[src/rtl/ii_rect_sum_reader.sv]
`default_nettype none
// ============================================================================
// Module      : ii_rect_sum_reader
// Description : Fetches the four integral-image corners of a rectangle and
//               returns the pixel sum D - B - C + A as a one-cycle strobe.
// Revision    : 1.0 - initial release
// ============================================================================
module ii_rect_sum_reader #(
  parameter int II_WIDTH   = 160,
  parameter int II_HEIGHT  = 120,
  parameter int ADDR_W     = 15,
  parameter int DATA_W     = 32,
  parameter int RD_LATENCY = 1
) (
  input  logic              clk,
  input  logic              rst,
  input  logic              start,
  input  logic [7:0]        rect_x,
  input  logic [7:0]        rect_y,
  input  logic [7:0]        rect_w,
  input  logic [7:0]        rect_h,
  output logic              busy,
  output logic [ADDR_W-1:0] ii_rdaddr,
  output logic              ii_rden,
  input  logic [DATA_W-1:0] ii_rddata,
  output logic              sum_valid,
  output logic [DATA_W-1:0] sum,
  output logic              rect_err
);

  localparam logic [1:0] c_drain_last = 2'(RD_LATENCY - 1);

  typedef enum logic [2:0] {
    S_IDLE  = 3'd0,
    S_ISSUE = 3'd1,
    S_DRAIN = 3'd2,
    S_DONE  = 3'd3,
    S_ERR   = 3'd4
  } state_t;

  state_t r_state;
  state_t w_state_nxt;

  logic [1:0]        r_cnt;
  logic [7:0]        r_x1;
  logic [7:0]        r_y1;
  logic [7:0]        r_xm1;
  logic [7:0]        r_ym1;
  logic              r_xz;
  logic              r_yz;
  logic              r_ii_rden;
  logic [ADDR_W-1:0] r_ii_rdaddr;
  logic              r_sign;
  logic [RD_LATENCY-1:0] r_pv;
  logic [RD_LATENCY-1:0] r_ps;
  logic [DATA_W-1:0] r_acc;
  logic [DATA_W-1:0] r_sum;
  logic              r_sum_valid;
  logic              r_rect_err;

  logic [8:0]        w_xend;
  logic [8:0]        w_yend;
  logic              w_bad;
  logic              w_idle;
  logic              w_accept;
  logic              w_reject;
  logic              w_to_done;
  logic              w_issue;
  logic              w_nvalid;
  logic              w_nsign;
  logic [7:0]        w_nx;
  logic [7:0]        w_ny;
  logic [ADDR_W-1:0] w_addr;
  logic [DATA_W-1:0] w_acc_nxt;

  // Nine-bit sums so that x0+w and y0+h cannot wrap before the bound check.
  assign w_xend   = {1'b0, rect_x} + {1'b0, rect_w};
  assign w_yend   = {1'b0, rect_y} + {1'b0, rect_h};
  assign w_bad    = (rect_w == 8'd0) || (rect_h == 8'd0) ||
                    (w_xend > 9'(II_WIDTH)) || (w_yend > 9'(II_HEIGHT));
  assign w_idle   = (r_state == S_IDLE) || (r_state == S_DONE) || (r_state == S_ERR);
  assign w_accept = w_idle && start && !w_bad;
  assign w_reject = w_idle && start && w_bad;
  assign w_to_done = (r_state == S_DRAIN) && (r_cnt == c_drain_last);

  always_ff @(posedge clk) begin
    if (rst) begin
      r_state <= S_IDLE;
    end else begin
      r_state <= w_state_nxt;
    end
  end

  always_comb begin
    w_state_nxt = r_state;
    case (r_state)
      S_IDLE, S_DONE, S_ERR: begin
        if (start) begin
          w_state_nxt = w_bad ? S_ERR : S_ISSUE;
        end else begin
          w_state_nxt = S_IDLE;
        end
      end
      S_ISSUE: begin
        if (r_cnt == 2'd3) begin
          w_state_nxt = S_DRAIN;
        end
      end
      S_DRAIN: begin
        if (r_cnt == c_drain_last) begin
          w_state_nxt = S_DONE;
        end
      end
      default: w_state_nxt = S_IDLE;
    endcase
  end

  // Corner for the slot presented next cycle: D comes straight from the
  // request inputs on accept, B/C/A from the latched coordinates.
  always_comb begin
    w_issue  = 1'b0;
    w_nvalid = 1'b0;
    w_nsign  = 1'b0;
    w_nx     = r_x1;
    w_ny     = r_y1;
    if (w_accept) begin
      w_issue  = 1'b1;
      w_nvalid = 1'b1;
      w_nx     = rect_x + rect_w - 8'd1;
      w_ny     = rect_y + rect_h - 8'd1;
    end else if ((r_state == S_ISSUE) && (r_cnt != 2'd3)) begin
      w_issue = 1'b1;
      case (r_cnt)
        2'd0: begin
          w_nx     = r_x1;
          w_ny     = r_ym1;
          w_nvalid = !r_yz;
          w_nsign  = 1'b1;
        end
        2'd1: begin
          w_nx     = r_xm1;
          w_ny     = r_y1;
          w_nvalid = !r_xz;
          w_nsign  = 1'b1;
        end
        default: begin
          w_nx     = r_xm1;
          w_ny     = r_ym1;
          w_nvalid = !(r_xz || r_yz);
          w_nsign  = 1'b0;
        end
      endcase
    end
  end

  generate
    if (II_WIDTH == 160) begin : g_addr_shift
      assign w_addr = (ADDR_W'(w_ny) << 7) + (ADDR_W'(w_ny) << 5) + ADDR_W'(w_nx);
    end else begin : g_addr_mul
      assign w_addr = (ADDR_W'(w_ny) * ADDR_W'(II_WIDTH)) + ADDR_W'(w_nx);
    end
  endgenerate

  assign w_acc_nxt = !r_pv[RD_LATENCY-1] ? r_acc :
                     r_ps[RD_LATENCY-1]  ? (r_acc - ii_rddata) : (r_acc + ii_rddata);

  always_ff @(posedge clk) begin
    if (rst) begin
      r_cnt       <= 2'd0;
      r_x1        <= 8'd0;
      r_y1        <= 8'd0;
      r_xm1       <= 8'd0;
      r_ym1       <= 8'd0;
      r_xz        <= 1'b0;
      r_yz        <= 1'b0;
      r_ii_rden   <= 1'b0;
      r_ii_rdaddr <= '0;
      r_sign      <= 1'b0;
      r_pv        <= '0;
      r_ps        <= '0;
      r_acc       <= '0;
      r_sum       <= '0;
      r_sum_valid <= 1'b0;
      r_rect_err  <= 1'b0;
    end else begin
      r_ii_rden   <= w_issue && w_nvalid;
      r_ii_rdaddr <= (w_issue && w_nvalid) ? w_addr : '0;
      r_sign      <= w_nsign;
      // Return tags travel alongside the RAM pipeline so masked slots add 0.
      r_pv[0] <= r_ii_rden;
      r_ps[0] <= r_sign;
      for (int i = 1; i < RD_LATENCY; i++) begin
        r_pv[i] <= r_pv[i-1];
        r_ps[i] <= r_ps[i-1];
      end
      r_sum_valid <= w_to_done || w_reject;
      r_rect_err  <= w_reject;
      if (w_reject) begin
        r_sum <= '0;
      end else if (w_to_done) begin
        r_sum <= w_acc_nxt;
      end
      if (w_accept) begin
        r_acc <= '0;
        r_cnt <= 2'd0;
        r_x1  <= rect_x + rect_w - 8'd1;
        r_y1  <= rect_y + rect_h - 8'd1;
        r_xm1 <= rect_x - 8'd1;
        r_ym1 <= rect_y - 8'd1;
        r_xz  <= (rect_x == 8'd0);
        r_yz  <= (rect_y == 8'd0);
      end else begin
        r_acc <= w_acc_nxt;
        if (r_state == S_ISSUE) begin
          r_cnt <= (r_cnt == 2'd3) ? 2'd0 : r_cnt + 2'd1;
        end else if (r_state == S_DRAIN) begin
          r_cnt <= r_cnt + 2'd1;
        end
      end
    end
  end

  assign busy      = (r_state == S_ISSUE) || (r_state == S_DRAIN);
  assign ii_rden   = r_ii_rden;
  assign ii_rdaddr = r_ii_rdaddr;
  assign sum_valid = r_sum_valid;
  assign sum       = r_sum;
  assign rect_err  = r_rect_err;

endmodule
`default_nettype wire

[config.mk]
export PLATFORM = sky130hd
export DESIGN_NAME = ii_rect_sum_reader
export DESIGN_NICKNAME = d
export VERILOG_FILES = /design/src/rtl/ii_rect_sum_reader.sv
export SDC_FILE = /design/constraint.sdc
export NUM_CORES = 1
export LEC_CHECK = 0
export CORE_UTILIZATION = 32
export DETAILED_ROUTE_END_ITERATION = 16
export GPL_TIMING_DRIVEN = 0
export PLACE_DENSITY = 0.61
export SYNTH_ARGS = -nofsm -noshare
export SYNTH_HDL_FRONTEND = slang
export SYNTH_SLANG_ARGS = --single-unit
[constraint.sdc]
create_clock -name clk -period 7.67 [get_ports clk]
set_input_delay 2.301 -clock clk [delete_from_list [all_inputs] [get_ports clk]]
set_output_delay 2.301 -clock clk [all_outputs]
set_load 0.01 [all_outputs]
* Yosys cells after proc, flatten, opt, wreduce, memory -nomap -nowiden *
Index checks and enable logic that the tools add are counted.

storage, ports and cells
  register bits = 124
  latch bits = 0
  memory bits (writable) = 0
  bits in read-only memories = 0
  input port bits = 67
  memories = 0

operators by class
  $add $sub $neg = 13
  multiply operators = 0
  divide/modulo/power cells = 0
  magnitude comparators = 2
  equality and inequality tests = 9
  shift operators = 0
  muxes and demuxes = 22
  bitwise logic cells = 2
  reduce and logical (&&, ||, !) cells = 32

operators with widths
  kind                                                                    number
  32-bit two-way mux                                                      2
  8-bit two-way mux                                                       6
  32-bit adder                                                            1
  8-bit logical NOT                                                       4
  32-bit subtractor                                                       1
  8-bit by 1-bit subtractor with 8-bit output (second input constant)     4
  8-bit by 8-bit adder with 9-bit output                                  2
  8-bit adder                                                             2
  15-bit by 13-bit adder with 15-bit output                               1
  15-bit by 8-bit adder with 15-bit output                                1
  3-bit two-way mux                                                       4
  9-bit by 7-bit > comparator with 1-bit output (second input constant)   1
  9-bit by 8-bit > comparator with 1-bit output (second input constant)   1
  3-bit case mux with 3 select lines                                      1
  1-bit logical OR                                                        8
  2-bit OR reduction                                                      4
  3-bit by 2-bit equality test with 1-bit output (second input constant)  2
  1-bit logical AND                                                       6
  2-bit two-way mux                                                       3
  2-bit inequality test (second input constant)                           3
  3-bit OR reduction                                                      2
  1-bit two-way mux                                                       5
  1-bit logical NOT                                                       4
  3-bit by 1-bit equality test with 1-bit output (second input constant)  1
  10 further kinds                                                        11

* Longest topological paths before layout *
  word-level depth = 10
  gate-level depth with buffers = 24
  depth with buffers taken out = 23

* Worst setup path after synthesis *
Ideal clock, no wire load.

  path type = in2reg
  from = input rect_x[0]
  to = register r_ii_rdaddr[14] (netlist: ii_rdaddr[14])
  arrival time = 6.763 ns
  data required time = 7.539 ns
  slack = 0.776 ns
  cell stages on the path = 21
  cell sequence = ha_1 -> fa_1 -> a21oi_1 -> o31ai_1 -> a21oi_1 -> o311ai_0 -> or4_1 -> buf_2 -> or2_1 -> buf_4 -> buf_6 -> a21oi_1 -> fa_1 -> fa_1 -> a21o_1 -> a21oi_1 -> o21bai_1 -> a21oi_1 -> o21ai_0 -> a221oi_1 -> nor3_1

between the ends
  longest elaborated chain between the ends = 10
  elaborated cells between the ends (all ways) = 17
  classes of those cells = add/sub: 5; order compare: 1; mux: 4; bitwise: 1; reduce/logical: 6

ends and longest elaborated chain
  item                                                                                RTL line  source
  start, declared                                                                     18        input logic [7:0] rect_x,
  branches (longest 10 deep; another with 15-bit by 13-bit adder with 15-bit output)  n/a
  end signal, assigned                                                                187       r_ii_rdaddr <= (w_issue && w_nvalid) ? w_addr : '0;
  end, declared                                                                       52        logic [ADDR_W-1:0] r_ii_rdaddr;

Several ways; the timed one is not identified.
A chain may end at the register's enable or synchronous reset.

* Worst setup path after layout *
  from = input rect_x[1]
  to = register r_ii_rdaddr[14] (netlist: ii_rdaddr[14])

Same word-level chain as after synthesis.

==> flow_metrics.py <==
metrics = {
    "setup_path": {
        "cp.required_ns": 7.96,
        "cp_max_fo": 10,
        "worstSetupPathType": "in -> reg",
        "cp.arrival_ns": 7.67,
        "worstSetupEndpointType": "flip-flop",
        "cp-start-kind": "primary input",
    },
    "timing": {
        "clock.fmax_mhz": 135,
        "finalSetupTns_ns": 0,
        "final_hold_viol_count": 0,
        "relSlewSlack_pct": 46.1,
        "slew_violations": 0,
        "postLayoutSetupSlackWorst_ns": 0.288,
        "setup_viol": 0,
        "fin_crit_ns": 7.38,
        "tightest_slew_ns": 0.808,
        "fin_skew_ns": 0.0101,
        "period_share_pct": 96.2,
        "hold_slack_ns": 0.452,
    },
    "power_and_ir_drop": {
        "p_total_mw": 1.96,
        "vdd_drop_max_uv": 158,
        "pwr-share-clk_pct": 38.7,
        "p_comb_share_pct": 26.5,
        "internal-power_mw": 1.34,
        "p_switching_uw": 623,
        "seq_power_share_pct": 34.8,
        "sw_frac_of_total_pct": 31.8,
        "p_leak_nw": 4.61,
        "powerDensity_nw_per_um2": 170,
    },
    "global_routing": {
        "grt.overflow.total": 0,
        "grt_max_degree": 17,
        "grt_pass1_vias": 8335,
        "grt_pass1_wl_mm": 42.5,
        "grt_usage_pct": 18.6,
        "antenna_found_initial": 0,
    },
    "logic_synthesis": {
        "syn_area_um2": 9280,
        "yosysTopAreaCellShare_pct": 26.7,
        "syn_nets": 1334,
        "yosysSeqAreaShare_pct": 26.7,
        "synth_cell_types": 64,
        "synth_edf_count": 0,
        "postSynth.asyncResetShare_pct": 0,
        "synth_top_area_cell": "dfxtp_1",
        "ys.warnings.count": 0,
        "synthTopCellsByArea": "dfxtp_1 27%, ha_1 13%, nor2_1 6.6%",
        "synth_cells": 1164,
        "synth_ff_type": "dfxtp_1",
        "syn_avg_cell_area_um2": 7.97,
        "ys_ff_latch": 124,
    },
    "layout": {
        "syn_to_final_growth_pct": 24.4,
        "final_cell_mix": "162 x nor2_1, 124 x dfxtp_1, 111 x clkdlybuf4s50_1, 95 x a21oi_1, 94 x ha_1",
        "final_area_um2": 11500,
        "final_common_cell": "nor2_1",
        "fin_nets": 1469,
        "n_antenna_cell": 0,
        "layout.cells.non_filler": 1690,
        "drive_above_1_share_pct": 5.49,
        "fill_cells": 2825,
        "final_util_pct": 41.0,
    },
    "routing": {
        "wirelength_mm": 26.9,
        "wire_per_inst_um": 15.9,
        "detail_route.iter0.violations": 468,
        "drc": 0,
        "ant_nets": 0,
        "vias": 8647,
        "viasPerCell": 5.12,
        "drt-pass1-iter-count": 7,
    },
    "worst_hold_path": {
        "hold_path_class": "reg -> reg",
    },
    "die": {
        "core_area_um2": 28200,
        "start_util_pct": 33.0,
        "fp.dieW_um": 172,
        "die_y_um": 172,
        "rows": 61,
        "io_pins": 118,
        "die_area_um2": 29700,
    },
    "clocking": {
        "cts.path.max_buffers": 2,
        "numCtsBuffers": 17,
        "cts_hold_buf": 0,
        "cts_htree_levels": 4,
        "post_cts_buffers": 0,
        "path_clk_slew_ns": 0.06,
        "cts.sinks": 124,
        "insertion_delay_ns": 0.43,
        "root_buffer": "clkbuf_16",
        "cts_tree": "yes",
    },
    "placed_design": {
        "place.gp.congestion": 0.927,
        "dp.cells": 1658,
        "place_area_um2": 10900,
        "place_ws_ns": -0.687,
        "numPortBuffers": 116,
        "dpl.hpwl_mm": 21.6,
    },
    "status": {
        "status": "completed",
    },
    "run": {
        "maxCapViolCount": 0,
    },
}
power groups by stage:
stage	sequential (mW)	clock (mW)	combinational, mW
5_1_grt	0.686	0.806	0.578
6_report	0.684	0.759	0.520
2_1_floorplan	0.697	0	0.337
3_3_place_gp	0.697	0	0.503
3_5_place_dp	0.697	0	0.510
4_1_cts	0.684	0.775	0.515
cells in the mapped netlist, types with 9 or more instances:
cell / number
a211oi_1: 51
nand3_1: 21
xor2_1: 18
a311oi_1: 12
xnor2_1: 64
nor2b_1: 20
a21o_1: 18
nor3_1: 16
a31oi_1: 12
a21oi_1: 101
inv_1: 86
or3_1: 12
nand4_1: 9
ha_1: 96
mux2_2: 9
nand2b_1: 13
clkbuf_1: 36
o21ai_0: 56
nor4_1: 15
mux2i_1: 44
dfxtp_1: 124
nand2_1: 62
nor2_1: 162
cells by family (layout without fill, tap and decap cells):
group,count (synthesis),in the layout,synth area share (%)
buffers and inverters,136,284,6.03
muxes,53,53,5.84
adders and majority gates,103,103,14.4
xor gates and xnor gates,82,82,7.74
AOI/OAI and AO/OA,305,305,20.9
DFF,124,124,26.7
and+or+nand+nor,361,361,18.4
area by class of cell:
cell class	instances	area (um^2)	area share (%)
tap	378	473	4.10
inverter	86	323	2.80
multi-input combinational	904	6280	54.4
clock inverter	13	119	1.03
clock buffer	19	443	3.84
buffer	50	246	2.14
timing repair buffer	116	1170	10.2
sequential	124	2480	21.5
routing by layer:
layer	routed length, um	share of wire (%)	GRT usage (%)	up-vias
met1	12100	45	22.5	3993
met5	0	0	0	-
met4	583	2.2	7.16	0
met2	13000	48	32.7	225
met3	1160	4.3	3.04	37
li1	-	-	-	4392
repair_timing:
| action | in CTS | in global routing |
|---|---|---|
| endpoints found under the setup margin | 1 | 3 |
| pin swaps | 1 | 3 |
| resized for setup | 9 | 16 |
sequential cells by signal, summed over array words and instances, names as in the netlist, 2 cells and up:
name / flops
ii_rdaddr: 15
r_acc: 32
r_cnt: 2
r_state: 3
r_x1: 8
r_xm1: 8
r_y1: 8
r_ym1: 8
sum: 32
worst max-delay path: stages:
cell             delay (ns)
clkdlybuf4s50_1        0.57
inv_1                  0.11
ha_1                   0.36
a211oi_4               0.27
o21ai_0                0.19
a2111oi_1              0.41
a211oi_1               0.11
a211oi_2               0.29
buf_6                  0.21
or2_1                  0.12
buf_4                  0.18
buf_6                  0.18
nor2_1                 0.06
a21oi_1                0.22
ha_1                   0.28
ha_1                   0.23
fa_1                   0.41
a21o_1                 0.21
a21oi_2                0.18
o21bai_1               0.10
a21oi_2                0.18
o21ai_1                0.15
a221oi_1               0.25
nor3_1                 0.08
path summary, 6_finish.rpt:
check	to	cells past startpoint	start	slack, ns
setup / recovery	ii_rdaddr[14]	24	rect_x[1]	0.29
hold / removal	r_x1[6]	2	r_x1[6]	0.45
setup reg to reg	ii_rdaddr[14]	18	r_state[1]	2.81
hold reg to reg	r_x1[6]	2	r_x1[6]	0.45
No activity file was read; power rests on OpenSTA's default activity.
